## src/rtl/tick_scheduler.sv

```systemverilog
// tick_scheduler: shared timebase for the PicoBlaze cores.
// A prescaler divides clk into a base tick. Four channels divide the base
// tick again and produce a one-cycle tick pulse, a square-wave toggle and a
// sticky status flag. Registers sit on the PicoBlaze port bus, and a
// maskable level interrupt is raised from the status flags.
//
// Ports:
//   clk          system clock
//   rst          synchronous active-high reset
//   port_id      PicoBlaze port address
//   write_strobe single-cycle write qualifier
//   out_port     write data
//   in_port      registered read data (1-cycle latency)
//   tick         per-channel one-cycle pulse
//   toggle       per-channel square wave, flips on each tick
//   irq          level interrupt, |(STATUS & MASK), registered
//   irq_ack      reserved, not used by the logic
//
// Register map (offset from BASE_ADDR):
//   +0 CTRL    [3:0] channel enable
//   +1..+4     PERIOD0..PERIOD3
//   +5 STATUS  [3:0] sticky flags, write 1 to clear
//   +6 MASK    [3:0] irq mask
module tick_scheduler #(
  parameter int unsigned PRESCALE  = 200000,
  parameter logic [7:0]  BASE_ADDR = 8'h40
) (
  input  logic       clk,
  input  logic       rst,
  input  logic [7:0] port_id,
  input  logic       write_strobe,
  input  logic [7:0] out_port,
  output logic [7:0] in_port,
  output logic [3:0] tick,
  output logic [3:0] toggle,
  output logic       irq,
  input  logic       irq_ack
);

  localparam int unsigned PW = (PRESCALE > 1) ? $clog2(PRESCALE) : 1;

  typedef enum logic [2:0] {
    REG_CTRL    = 3'd0,
    REG_PERIOD0 = 3'd1,
    REG_PERIOD1 = 3'd2,
    REG_PERIOD2 = 3'd3,
    REG_PERIOD3 = 3'd4,
    REG_STATUS  = 3'd5,
    REG_MASK    = 3'd6
  } reg_e;

  logic [PW-1:0] pre;
  logic          base_tick;

  logic [3:0] ctrl;
  logic [3:0] status;
  logic [3:0] mask;
  logic [7:0] period [4];
  logic [7:0] cnt    [4];

  logic [7:0] off;
  logic       hit;
  logic       wr_ctrl;
  logic       wr_status;
  logic       wr_mask;
  logic [3:0] wr_period;
  logic [3:0] clr;
  logic [3:0] load;
  logic [3:0] run;
  logic [3:0] fire;
  logic [7:0] rd_data;

  logic unused_irq_ack;
  assign unused_irq_ack = irq_ack;

  assign base_tick = (pre == PW'(PRESCALE - 1));

  // Address decode: offset relative to BASE_ADDR, valid for 0..6.
  always_comb begin
    off       = port_id - BASE_ADDR;
    hit       = (off < 8'd7);
    wr_ctrl   = write_strobe && hit && (off[2:0] == REG_CTRL);
    wr_status = write_strobe && hit && (off[2:0] == REG_STATUS);
    wr_mask   = write_strobe && hit && (off[2:0] == REG_MASK);
    wr_period = '0;
    for (int unsigned i = 0; i < 4; i++) begin
      wr_period[i] = write_strobe && hit && (off[2:0] == 3'(i + 1));
    end
    clr = wr_status ? out_port[3:0] : '0;
  end

  // Channel control. load: enable rising edge by a CTRL write (beats base
  // tick). run: enabled now and not being disabled by this very write, so a
  // disable coinciding with a would-be tick suppresses it.
  always_comb begin
    load = '0;
    run  = '0;
    fire = '0;
    for (int unsigned i = 0; i < 4; i++) begin
      load[i] = wr_ctrl && out_port[i] && !ctrl[i];
      run[i]  = ctrl[i] && !(wr_ctrl && !out_port[i]);
      fire[i] = run[i] && base_tick && (cnt[i] == 8'd0);
    end
  end

  always_comb begin
    rd_data = '0;
    if (hit) begin
      case (off[2:0])
        REG_CTRL:    rd_data = {4'b0, ctrl};
        REG_PERIOD0: rd_data = period[0];
        REG_PERIOD1: rd_data = period[1];
        REG_PERIOD2: rd_data = period[2];
        REG_PERIOD3: rd_data = period[3];
        REG_STATUS:  rd_data = {4'b0, status};
        REG_MASK:    rd_data = {4'b0, mask};
        default:     rd_data = '0;
      endcase
    end
  end

  always_ff @(posedge clk) begin
    if (rst) begin
      pre     <= '0;
      ctrl    <= '0;
      status  <= '0;
      mask    <= '0;
      tick    <= '0;
      toggle  <= '0;
      irq     <= 1'b0;
      in_port <= '0;
      for (int unsigned i = 0; i < 4; i++) begin
        period[i] <= '0;
        cnt[i]    <= '0;
      end
    end else begin
      pre <= base_tick ? '0 : pre + 1'b1;

      if (wr_ctrl) ctrl <= out_port[3:0];
      if (wr_mask) mask <= out_port[3:0];

      // Reload uses the PERIOD value held before any same-cycle write.
      for (int unsigned i = 0; i < 4; i++) begin
        if (wr_period[i]) period[i] <= out_port;
        if (load[i]) begin
          cnt[i] <= period[i];
        end else if (run[i] && base_tick) begin
          if (cnt[i] == 8'd0) cnt[i] <= period[i];
          else                cnt[i] <= cnt[i] - 8'd1;
        end
      end

      tick   <= fire;
      toggle <= toggle ^ fire;
      // A tick's set outranks a same-cycle write-1-clear of that bit.
      status <= (status & ~clr) | fire;
      irq    <= |(status & mask);
      in_port <= rd_data;
    end
  end

endmodule

```

## config.mk

```make
export PLATFORM = sky130hd
export DESIGN_NAME = tick_scheduler
export DESIGN_NICKNAME = d
export VERILOG_FILES = /design/src/rtl/tick_scheduler.sv
export SDC_FILE = /design/constraint.sdc
export NUM_CORES = 1
export LEC_CHECK = 0
export BUFFER_PORTS_ARGS = -buffer_cell sky130_fd_sc_hd__buf_2
export CORE_MARGIN = 1
export CORE_UTILIZATION = 25
export DETAILED_ROUTE_END_ITERATION = 8
export GPL_ROUTABILITY_DRIVEN = 1
export PLACE_DENSITY = 0.47
export SLEW_MARGIN = 5
export SYNTH_ARGS = -nofsm -noshare
export SYNTH_HDL_FRONTEND = slang
export SYNTH_SLANG_ARGS = --single-unit
```

## constraint.sdc

```tcl
create_clock -name clk -period 5.1 [get_ports clk]
set_clock_uncertainty 0.2 [all_clocks]
set_input_delay 0.255 -clock clk [delete_from_list [all_inputs] [get_ports clk]]
set_output_delay 0.255 -clock clk [all_outputs]
set_load 0.02 [all_outputs]
```

* Word-level counts from Yosys, hierarchy flattened
Memory sizes are Yosys's and may differ from the RTL's.
Index checks and enable logic that the tools add are counted.
** Storage, ports and cells
- Bits of input ports :: 20
- Flip-flop bits (word level) :: 47
- Memory bits (writable) :: 64
- Word-level logic and storage cells :: 182
- Output and inout bits :: 17
- Memories :: 2
** Cells by class
- Equality and inequality tests :: 7
- $lt $le $gt $ge :: 1
- Add/subtract/negate cells :: 6
- Reduce and logical (&&, ||, !) cells :: 52
- Bitwise logic cells :: 22
- Multiplexer cells :: 84
** Memory list
- cnt :: depth 4, bits a word 8, read ports 4, clocked after Yosys merged registers in 0, write ports 4, RTL line 59 : logic [7:0] cnt [4];
- period :: depth 4, bits a word 8, read ports 4, clocked after Yosys merged registers in 0, write ports 4, RTL line 58 : logic [7:0] period [4];
** Operator list (number)
- 2-to-1 mux 8 bit :: 16
- 2-to-1 mux 1 bit :: 66
- case mux 8 bit (7 select lines) :: 1
- logical AND 1 bit :: 32
- logical NOT 8 bit :: 4
- subtractor 8 x 1 -> 8 bit (second input constant) :: 4
- adder 18 x 1 -> 18 bit (second input constant) :: 1
- equality test 18 bit (second input constant) :: 1
- bitwise OR 1 bit :: 16
- logical NOT 1 bit :: 12
- equality test 3 bit (second input constant) :: 3
- AND 4 bit :: 2
- less-than comparator 8 x 3 -> 1 bit (second input constant) :: 1
- subtractor 8 x 7 -> 8 bit (second input constant) :: 1
- equality test 3 x 2 -> 1 bit (second input constant) :: 2
- 2-to-1 mux 4 bit :: 1
- NOT 4 bit :: 1
- bitwise OR 4 bit :: 1
- OR reduction 2 bit :: 2
- OR reduction 4 bit :: 1
- XOR 4 bit :: 1
- equality test 3 x 1 -> 1 bit (second input constant) :: 1
- logical NOT 3 bit :: 1
- NOT 1 bit :: 1

* Longest topological paths before layout
Gate-level depths: netlist of run 1.
- Word-level depth :: 14
- Mapped depth :: 9
- Mapped depth without buffers :: 7

* Least setup slack after synthesis of run 1
OpenSTA, ideal clock, no wires.
- Path type :: flip-flop to flip-flop
- From :: reg pre[0]
- To :: mem cnt[1][0] (enable)
- Setup time :: 0.384 ns
- Path slack :: 2.231 ns
- Buffers on the path :: 1
- Required time :: 4.516 ns
- Stages on the path, launching flop included :: 8
- Arrival :: 2.285 ns
- Path through :: dfxtp_1 > ha_1 > nand2_1 > nor4_2 > and2_1 > buf_1 > nor2_1 > o21ai_0
** RTL lines
- start: declaration :: RTL line 52 : logic [PW-1:0] pre;
- start signal: assignment :: RTL line 137 : pre <= base_tick ? '0 : pre + 1'b1;
- end: declaration :: RTL line 59

==> results.cfg, run 1 <==
[setup_path]
worst_setup_path_start_kind = register
required_ns = 4.88
critPathKind = register to register
critPathArrivalTime_ns = 2.87
critPathMaxStageDelay_ns = 0.70
crit_path_max_fanout = 13
path_cells = ha_1, nand2_1, nor4_2, buf_4, and2_1, nor2_1, o21ai_1
cp_slowest_cell = o21ai_1
end_kind = register

[cts]
clk_latency_ns = 0.36
ctsHoldBuffers = 0
clock-sinks = 111
cts_buffer_depth = 2
cts-root-buf = clkbuf_16
cts_tree = built
htree_num_levels = 3
cts-resized-gates = 0
post_cts_buffers = 0
numCtsBuffers = 9
clk_pin_slew_ns = 0.08

[layout]
antenna_cells = 0
seqCellArea_sq_um = 2860
multiInputGateArea_sq_um = 2490
instances_no_fill = 842
n_fill_cell = 2200
final_common_cell = nor2_1
layout_common_cells = 73 x nor2_1, 64 x edfxtp_1, 47 x dfxtp_1, 36 x nand2_1, 35 x buf_2
drive_above_1_share_pct = 13.4
final_nets = 587
area_delta_synth_final_pct = 13.9
utilization_pct = 29.4

[route]
drc = 0
first_pass_iters = 5
viasPerCell = 4.82
drt_iter0_markers = 371
vias = 4055
wirelength_um = 14600
ant_nets = 0
wl_per_cell_um = 17.4

[grt]
antenna_found_initial = 0
grt_pass1_wl_um = 23000
grtUsageTotal_pct = 13.6
grt_pass1_vias = 3978
grt_overflow_total = 0
grt_max_degree = 29

[yosys]
syn_nets = 558
synthArstFlopShare_pct = 0
synth-main-ff-cell = edfxtp_1
synth_area_leaders = edfxtp_1 35%, dfxtp_1 17%, nor2_1 5.0%
synth_warnings = 0
ys_ff_latch = 111
synth_top_area_cell = edfxtp_1
synth_top_area_share_pct = 34.9
ys_types = 54
synth_area_per_cell_sq_um = 10.3
yosysSeqAreaShare_pct = 52.1
synth_edf_count = 64
syn-instance-count = 533
netlist_area_sq_um = 5500

[placed_design]
routabilityCongestion = 0.783
port-buffer-count = 35
dp_slack_ns = 1.68
hpwl_um = 11000
numPlacedInstances = 826

[sta]
fmax_mhz = 324
maxSlewViolCount = 0
setup_violations = 0
worst_pin_slew_ns = 1.20
finalWorstSetupSlack_ns = 2.01
max_slew_margin_pct = 18.9
grt_setup_unrepaired = no
setup_tns_ns = 0
fin_crit_sh_pct = 60.6
finalHoldViolCount = 0
post-route-min-period_ns = 3.09

[power_and_ir_drop]
power_leakage_uw = 0.00233
powerDensity_nw_per_um2 = 295
peakVddDrop_mv = 0.219
power_uw = 1850

[floorplanning]
die_area_sq_um = 22600
io_pins = 37
die_y_um = 150
die_x_um = 150
start_util_pct = 25.8
fp-row-count = 53
core_area_sq_um = 21300

[min_path]
min_path_type = input pin to register

[status]
outcome = finished, final reports clean

[run]
drv_cap = 0
Yosys cell counts, types with 4 or more instances:
library cell,number
nand2b_1,4
nor3_1,14
mux2i_1,22
nand2_1,36
inv_1,14
and2_1,34
o21ai_0,14
clkbuf_1,16
o32ai_1,5
dfxtp_1,47
a211oi_1,9
nor4_1,8
a21oi_1,16
nor2_1,73
xor2_1,26
ha_1,5
xnor2_1,16
or4_1,4
a22oi_1,8
mux2_2,6
or3_1,5
a31oi_1,8
nand3_1,20
edfxtp_1,64
nand4_1,10
or2_2,4
worst max-delay path: cells and delay by family (launching register included):
family                   cells  cell delay, ns
AND/OR/NAND/NOR              4            0.94
AO/OA/AOI/OAI                1            0.70
flip-flops                   1            0.41
adder cells (fa/ha/maj)      1            0.27
buffers and inverters        1            0.20
sequential cells by signal (all words and copies together) (netlist names), 4 cells and up:
name     count
mask         4
ctrl         4
toggle       4
in_port      8
status       4
tick         4
cnt         32
pre         18
period      32
per-layer routing:
metal	share of wire [%]	global-route usage, %	vias to the layer above
met4	1.2	3.79	0
met2	45	21.2	87
met5	0	0	-
met3	3.9	2.39	15
met1	50	19.1	1965
li1	-	-	1988
where the power goes:
| part | total (uW) | internal (uW) | switching (uW) |
|---|---|---|---|
| clock network | 746 | 393 | 352 |
| logic | 114 | 40.1 | 73.5 |
| registers | 991 | 969 | 22.1 |
| total | 1850 | 1400 | 448 |
final cells by class:
class,instances,area share [%]
Clock buffer,9,3.59
Clock inverter,7,1.36
Inverter,14,0.839
Multi-Input combinational cell,387,39.7
Sequential cell,111,45.7
Tap cell,275,5.49
Timing Repair Buffer,39,3.28
per-stage QoR:
| stage | instance area, sq um | hold WS, ns |
|---|---|---|
| after floorplan | 5500 | 0.199 |
| after global placement | 5950 | 0.252 |
| after detailed placement | 5950 | 0.266 |
| after CTS | 6260 | 0.0459 |
| after global routing | 6260 | 0.0544 |
| final | 6260 | 0.0568 |
path summary, 6_finish.rpt:
check / start / end / slack (ns) / cells after the start
worst min register to register: status[1]$_SDFF_PP0_ / status[1]$_SDFF_PP0_ / 0.29 / 2
worst max-delay path: pre[0]$_SDFF_PP0_ / cnt[1][7]$_SDFFCE_PN0P_ / 2.01 / 7
worst max register to register: pre[0]$_SDFF_PP0_ / cnt[1][7]$_SDFFCE_PN0P_ / 2.01 / 7
worst min-delay path: out_port[6] / period[0][6]$_SDFFCE_PN0P_ / 0.06 / 2
cells by family after synthesis:
family	synth area share, %
AO/OA/AOI/OAI	8.87
XOR/XNOR	6.69
adder cells (fa/ha/maj)	1.14
buffers and inverters	2.66
flip-flops	52.1
multiplexers	6.46
AND/OR/NAND/NOR	22.1
Note: power is estimated with default switching activity, not from simulation.
==> run 2: changes to the inputs <==
PLACE_DENSITY = 0.48   (was 0.47)
clock period = 2.5 ns   (was 5.1 ns; I/O delays follow)
==> results.cfg, run 2 (same netlist as run 1, synthesis figures left out) <==
[cts]
clk_pin_slew_ns = 0.07
cts_buffer_depth = 2
numCtsBuffers = 9
cts-root-buf = clkbuf_16
clk_latency_ns = 0.36
clock-sinks = 111
htree_num_levels = 3
cts_tree = built

[floorplanning]
start_util_pct = 25.8
die_y_um = 150
io_pins = 37
die_x_um = 150
core_area_sq_um = 21300
die_area_sq_um = 22600
fp-row-count = 53

[placed_design]
dp_slack_ns = 0.0252
routabilityCongestion = 0.820
placed_cell_area_sq_um = 6240
port-buffer-count = 35
numPlacedInstances = 858
hpwl_um = 11300

[route]
first_pass_iters = 4
drt_iter0_markers = 245
vias = 4208
drc = 0
wirelength_um = 14900
viasPerCell = 4.75
ant_nets = 0
wl_per_cell_um = 16.8

[layout]
reg_top3 = cnt: 32 flops, period: 32 flops, pre: 18 flops
instances_no_fill = 886
drive_above_1_share_pct = 19.8
layout_common_cells = 73 x nor2_1, 64 x edfxtp_1, 44 x dfxtp_1, 37 x buf_4, 36 x nand2_1
final_cell_area_sq_um = 6700
area_delta_synth_final_pct = 21.8
antenna_cells = 0
final_common_cell = nor2_1
final_nets = 631

[setup_path]
crit_path_max_fanout = 5
worst_setup_path_start_kind = register
critPathKind = register to register
cp_slowest_cell = or4b_4
end_kind = register
path_cells = inv_1, ha_4, or4b_4, o211a_1, nand4_1, clkbuf_16, mux2i_1, nor2_1
required_ns = 2.40
critPathArrivalTime_ns = 2.37
critPathMaxStageDelay_ns = 0.48

[sta]
post-route-min-period_ns = 2.46
setup_violations = 0
worst_pin_slew_ns = 0.654
setup_tns_ns = 0
finalHoldViolCount = 0
grt_setup_unrepaired = yes
max_slew_margin_pct = 56.0
fin_crit_sh_pct = 98.6
finalWorstSetupSlack_ns = 0.0359
maxSlewViolCount = 0
fmax_mhz = 406

[grt]
grtUsageTotal_pct = 13.7
grt_overflow_total = 0
grt_max_degree = 28
grt_pass1_wl_um = 23200
antenna_found_initial = 0
grt_pass1_vias = 4218

[power_and_ir_drop]
peakVddDrop_mv = 0.296
power_leakage_uw = 0.00258
powerDensity_nw_per_um2 = 558
power_uw = 3740

[min_path]
min_path_type = input pin to register

[run]
drv_cap = 0

[status]
outcome = finished, final reports clean
[run 2: path summary, 6_finish.rpt]
path	from	endpoint	slack (ns)	cells after the start
hold / removal	write_strobe	status[3]$_SDFF_PP0_	0.05	5
setup / recovery	cnt[1][1]$_SDFFCE_PN0P_	cnt[1][6]$_SDFFCE_PN0P_	0.04	8
hold reg to reg	pre[0]$_SDFF_PP0_	pre[0]$_SDFF_PP0_	0.26	1
setup reg to reg	cnt[1][1]$_SDFFCE_PN0P_	cnt[1][6]$_SDFFCE_PN0P_	0.04	8
[run 2: through the flow]
stage                     utilization (%)  hold slack [ns]
final                                31.5           0.0539
after CTS                            31.1           0.0389
after global routing                 31.5           0.0777
after floorplan                         -           0.0689
after global placement               29.3            0.258
after detailed placement             29.3            0.274
[run 2: repair_timing]
item                                   CTS  global route
setup buffers                            0             3
endpoints found under the hold margin   23             0
setup endpoints to repair                0            55
resized for setup                        0            11
hold buffers                             8             0
[run 2: power breakdown]
part	switching, uW	internal, uW	leakage, uW
registers	44.3	1980	0.00101
clock network	678	766	0.000148
logic	158	115	0.00142
total	880	2860	0.00258
[run 2: area by class of cell]
type,count,area [sq um]
multi-input cells,387,2540
inverters,14,52.6
clock buffers,12,268
well taps,275,344
fillers,2181,14600
flip-flops and latches,111,2870
clock inverters,4,27.5
repair buffers,83,598
[run 2: layer usage]
layer  part of all wire (%)  global-route usage, %  up-vias
li1                       -                      -     2079
met1                     45                   17.4     2040
met2                     49                   23.4       69
met3                    3.5                   1.91       20
met4                    2.2                   5.76        0
met5                      0                      0        -
[run 2: worst max-delay path, delay by kind of cell (launching register included)]
| family | cells | cell delay (ns) |
|---|---|---|
| flops | 1 | 0.41 |
| buf+inv | 2 | 0.32 |
| simple gates | 3 | 0.73 |
| mux | 1 | 0.17 |
| fa+ha+maj | 1 | 0.15 |
| compound gates | 1 | 0.23 |
==> run 3: changes to the inputs <==
CAP_MARGIN = 10   (was unset)
RECOVER_POWER = 50   (was unset)
==> results.cfg, run 3 (same netlist as run 1, synthesis figures left out) <==
[floorplanning]
fp-row-count = 53
die_x_um = 150
core_area_sq_um = 21300
die_area_sq_um = 22600
die_y_um = 150
io_pins = 37
start_util_pct = 25.8

[status]
outcome = finished, final reports clean

[route]
ant_nets = 0
drt_iter0_markers = 267
drc = 0
first_pass_iters = 5
wl_per_cell_um = 16.8
viasPerCell = 4.80
wirelength_um = 14900
vias = 4250

[sta]
setup_violations = 0
worst_pin_slew_ns = 1.11
setup_tns_ns = 0
finalHoldViolCount = 0
post-route-min-period_ns = 2.47
maxSlewViolCount = 0
finalWorstSetupSlack_ns = 0.0337
grt_setup_unrepaired = yes
fin_crit_sh_pct = 98.7
fmax_mhz = 405
max_slew_margin_pct = 26.2

[layout]
final_cell_area_sq_um = 6640
layout_common_cells = 73 x nor2_1, 64 x edfxtp_1, 44 x dfxtp_1, 36 x nand2_1, 28 x buf_4
final_common_cell = nor2_1
n_fill_cell = 2190
final_nets = 631
area_delta_synth_final_pct = 20.8
drive_above_1_share_pct = 15.5
antenna_cells = 0
reg_top3 = cnt: 32 flops, period: 32 flops, pre: 18 flops

[grt]
antenna_found_initial = 0
grt_max_degree = 28
grtUsageTotal_pct = 13.7
grt_pass1_wl_um = 23200
grt_pass1_vias = 4218
grt_overflow_total = 0

[setup_path]
crit_family = simple AND/OR/NAND/NOR gates
reg2reg_from = cnt[1][1]$_SDFFCE_PN0P_
cp_slowest_cell = or4b_4
worstSetupStartpoint = cnt[1][1]$_SDFFCE_PN0P_
path_cells = inv_1, ha_4, or4b_4, o211a_1, nand4_1, clkbuf_16, mux2i_1, nor2_1
cp-endpoint = cnt[1][6]$_SDFFCE_PN0P_
ff2ff_setup_slack_ns = 0.03
critPathKind = register to register
required_ns = 2.40
crit_cells = 8
critPathBufInv = 2
critPathMaxStageDelay_ns = 0.48
r2r_end = cnt[1][6]$_SDFFCE_PN0P_
crit_path_max_fanout = 5
worst_setup_path_start_kind = register
rr_worst_depth = 8
critPathArrivalTime_ns = 2.37
end_kind = register

[power_and_ir_drop]
peakVddDrop_mv = 0.296
p_int_uw = 2850
p_clk_share_pct = 38.6
p_seq_share_pct = 54.2
powerDensity_nw_per_um2 = 562
sw_frac_of_total_pct = 23.5
power.switching_uw = 879
p_comb_share_pct = 7.2
power_leakage_uw = 0.00246

[cts]
clk_latency_ns = 0.36
numCtsBuffers = 9
htree_num_levels = 3
cts_buffer_depth = 2
clk_pin_slew_ns = 0.07
cts_tree = built
cts-root-buf = clkbuf_16
clock-sinks = 111

[placed_design]
placed_cell_area_sq_um = 6240
dp_slack_ns = 0.0252
routabilityCongestion = 0.820
hpwl_um = 11300
port-buffer-count = 35

[min_path]
min_from = write_strobe
min_path_type = input pin to register

[run]
drv_cap = 0
==> run 3: through the flow <==
| stage | power [uW] | cells | hold WS, ns | utilization [%] |
|---|---|---|---|---|
| after detailed placement | 2320 | 858 | 0.274 | 29.3 |
| final | 3730 | 886 | 0.0489 | 31.2 |
| after global placement | 2320 | 858 | 0.258 | 29.3 |
| after global routing | 3850 | 886 | 0.0777 | 31.2 |
| after CTS | 3760 | 882 | 0.0389 | 31.1 |
| after floorplan | 2200 | 533 | 0.0689 | - |
==> run 3: worst min path at each step <==
stage	endpoint	slack [ns]	cells past startpoint
global route	toggle[2]$_SDFF_PP0_	0.08	3
CTS	status[3]$_SDFF_PP0_	0.04	5
floorplan	mask[0]$_SDFFE_PP0P_	0.07	2
global placement	pre[0]$_SDFF_PP0_	0.26	1
finish	status[3]$_SDFF_PP0_	0.05	5
detailed placement	status[0]$_SDFF_PP0_	0.27	2
==> run 3: area by class of cell <==
type / instances / area [sq um] / share of cell area [%]
inverter: 14 / 52.6 / 0.791
sequential: 111 / 2870 / 43.1
multi-input combinational: 387 / 2540 / 38.2
clock inverter: 4 / 27.5 / 0.414
tap: 275 / 344 / 5.18
timing repair buffer: 83 / 547 / 8.23
clock buffer: 12 / 268 / 4.03
==> run 3: routing by layer <==
layer,part of all wire [%],global-route usage (%),up-vias
met5,0,0,-
met4,2.9,5.76,0
met3,3.0,1.91,27
met2,49,23.4,67
met1,45,17.4,2078
li1,-,-,2078
==> run 3: what timing repair did <==
item	in CTS	in global routing
setup buffers	0	3
hold endpoints to repair	23	0
gates resized for setup	0	11
setup endpoints to repair	0	55
hold buffers	8	0
==> run 3: worst reg2reg max path, stage by stage (launching register included) <==
cell	delay (ns)
edfxtp_1	0.41
inv_1	0.12
ha_4	0.15
or4b_4	0.48
o211a_1	0.23
nand4_1	0.21
clkbuf_16	0.21
mux2i_1	0.17
nor2_1	0.05
==> run 3: power groups by stage <==
stage	clock (uW)	combinational, uW	sequential [uW]
after floorplan	0	153	2040
after global placement	0	256	2060
after detailed placement	0	260	2060
after CTS	1470	271	2020
after global routing	1530	294	2030
final	1440	270	2020
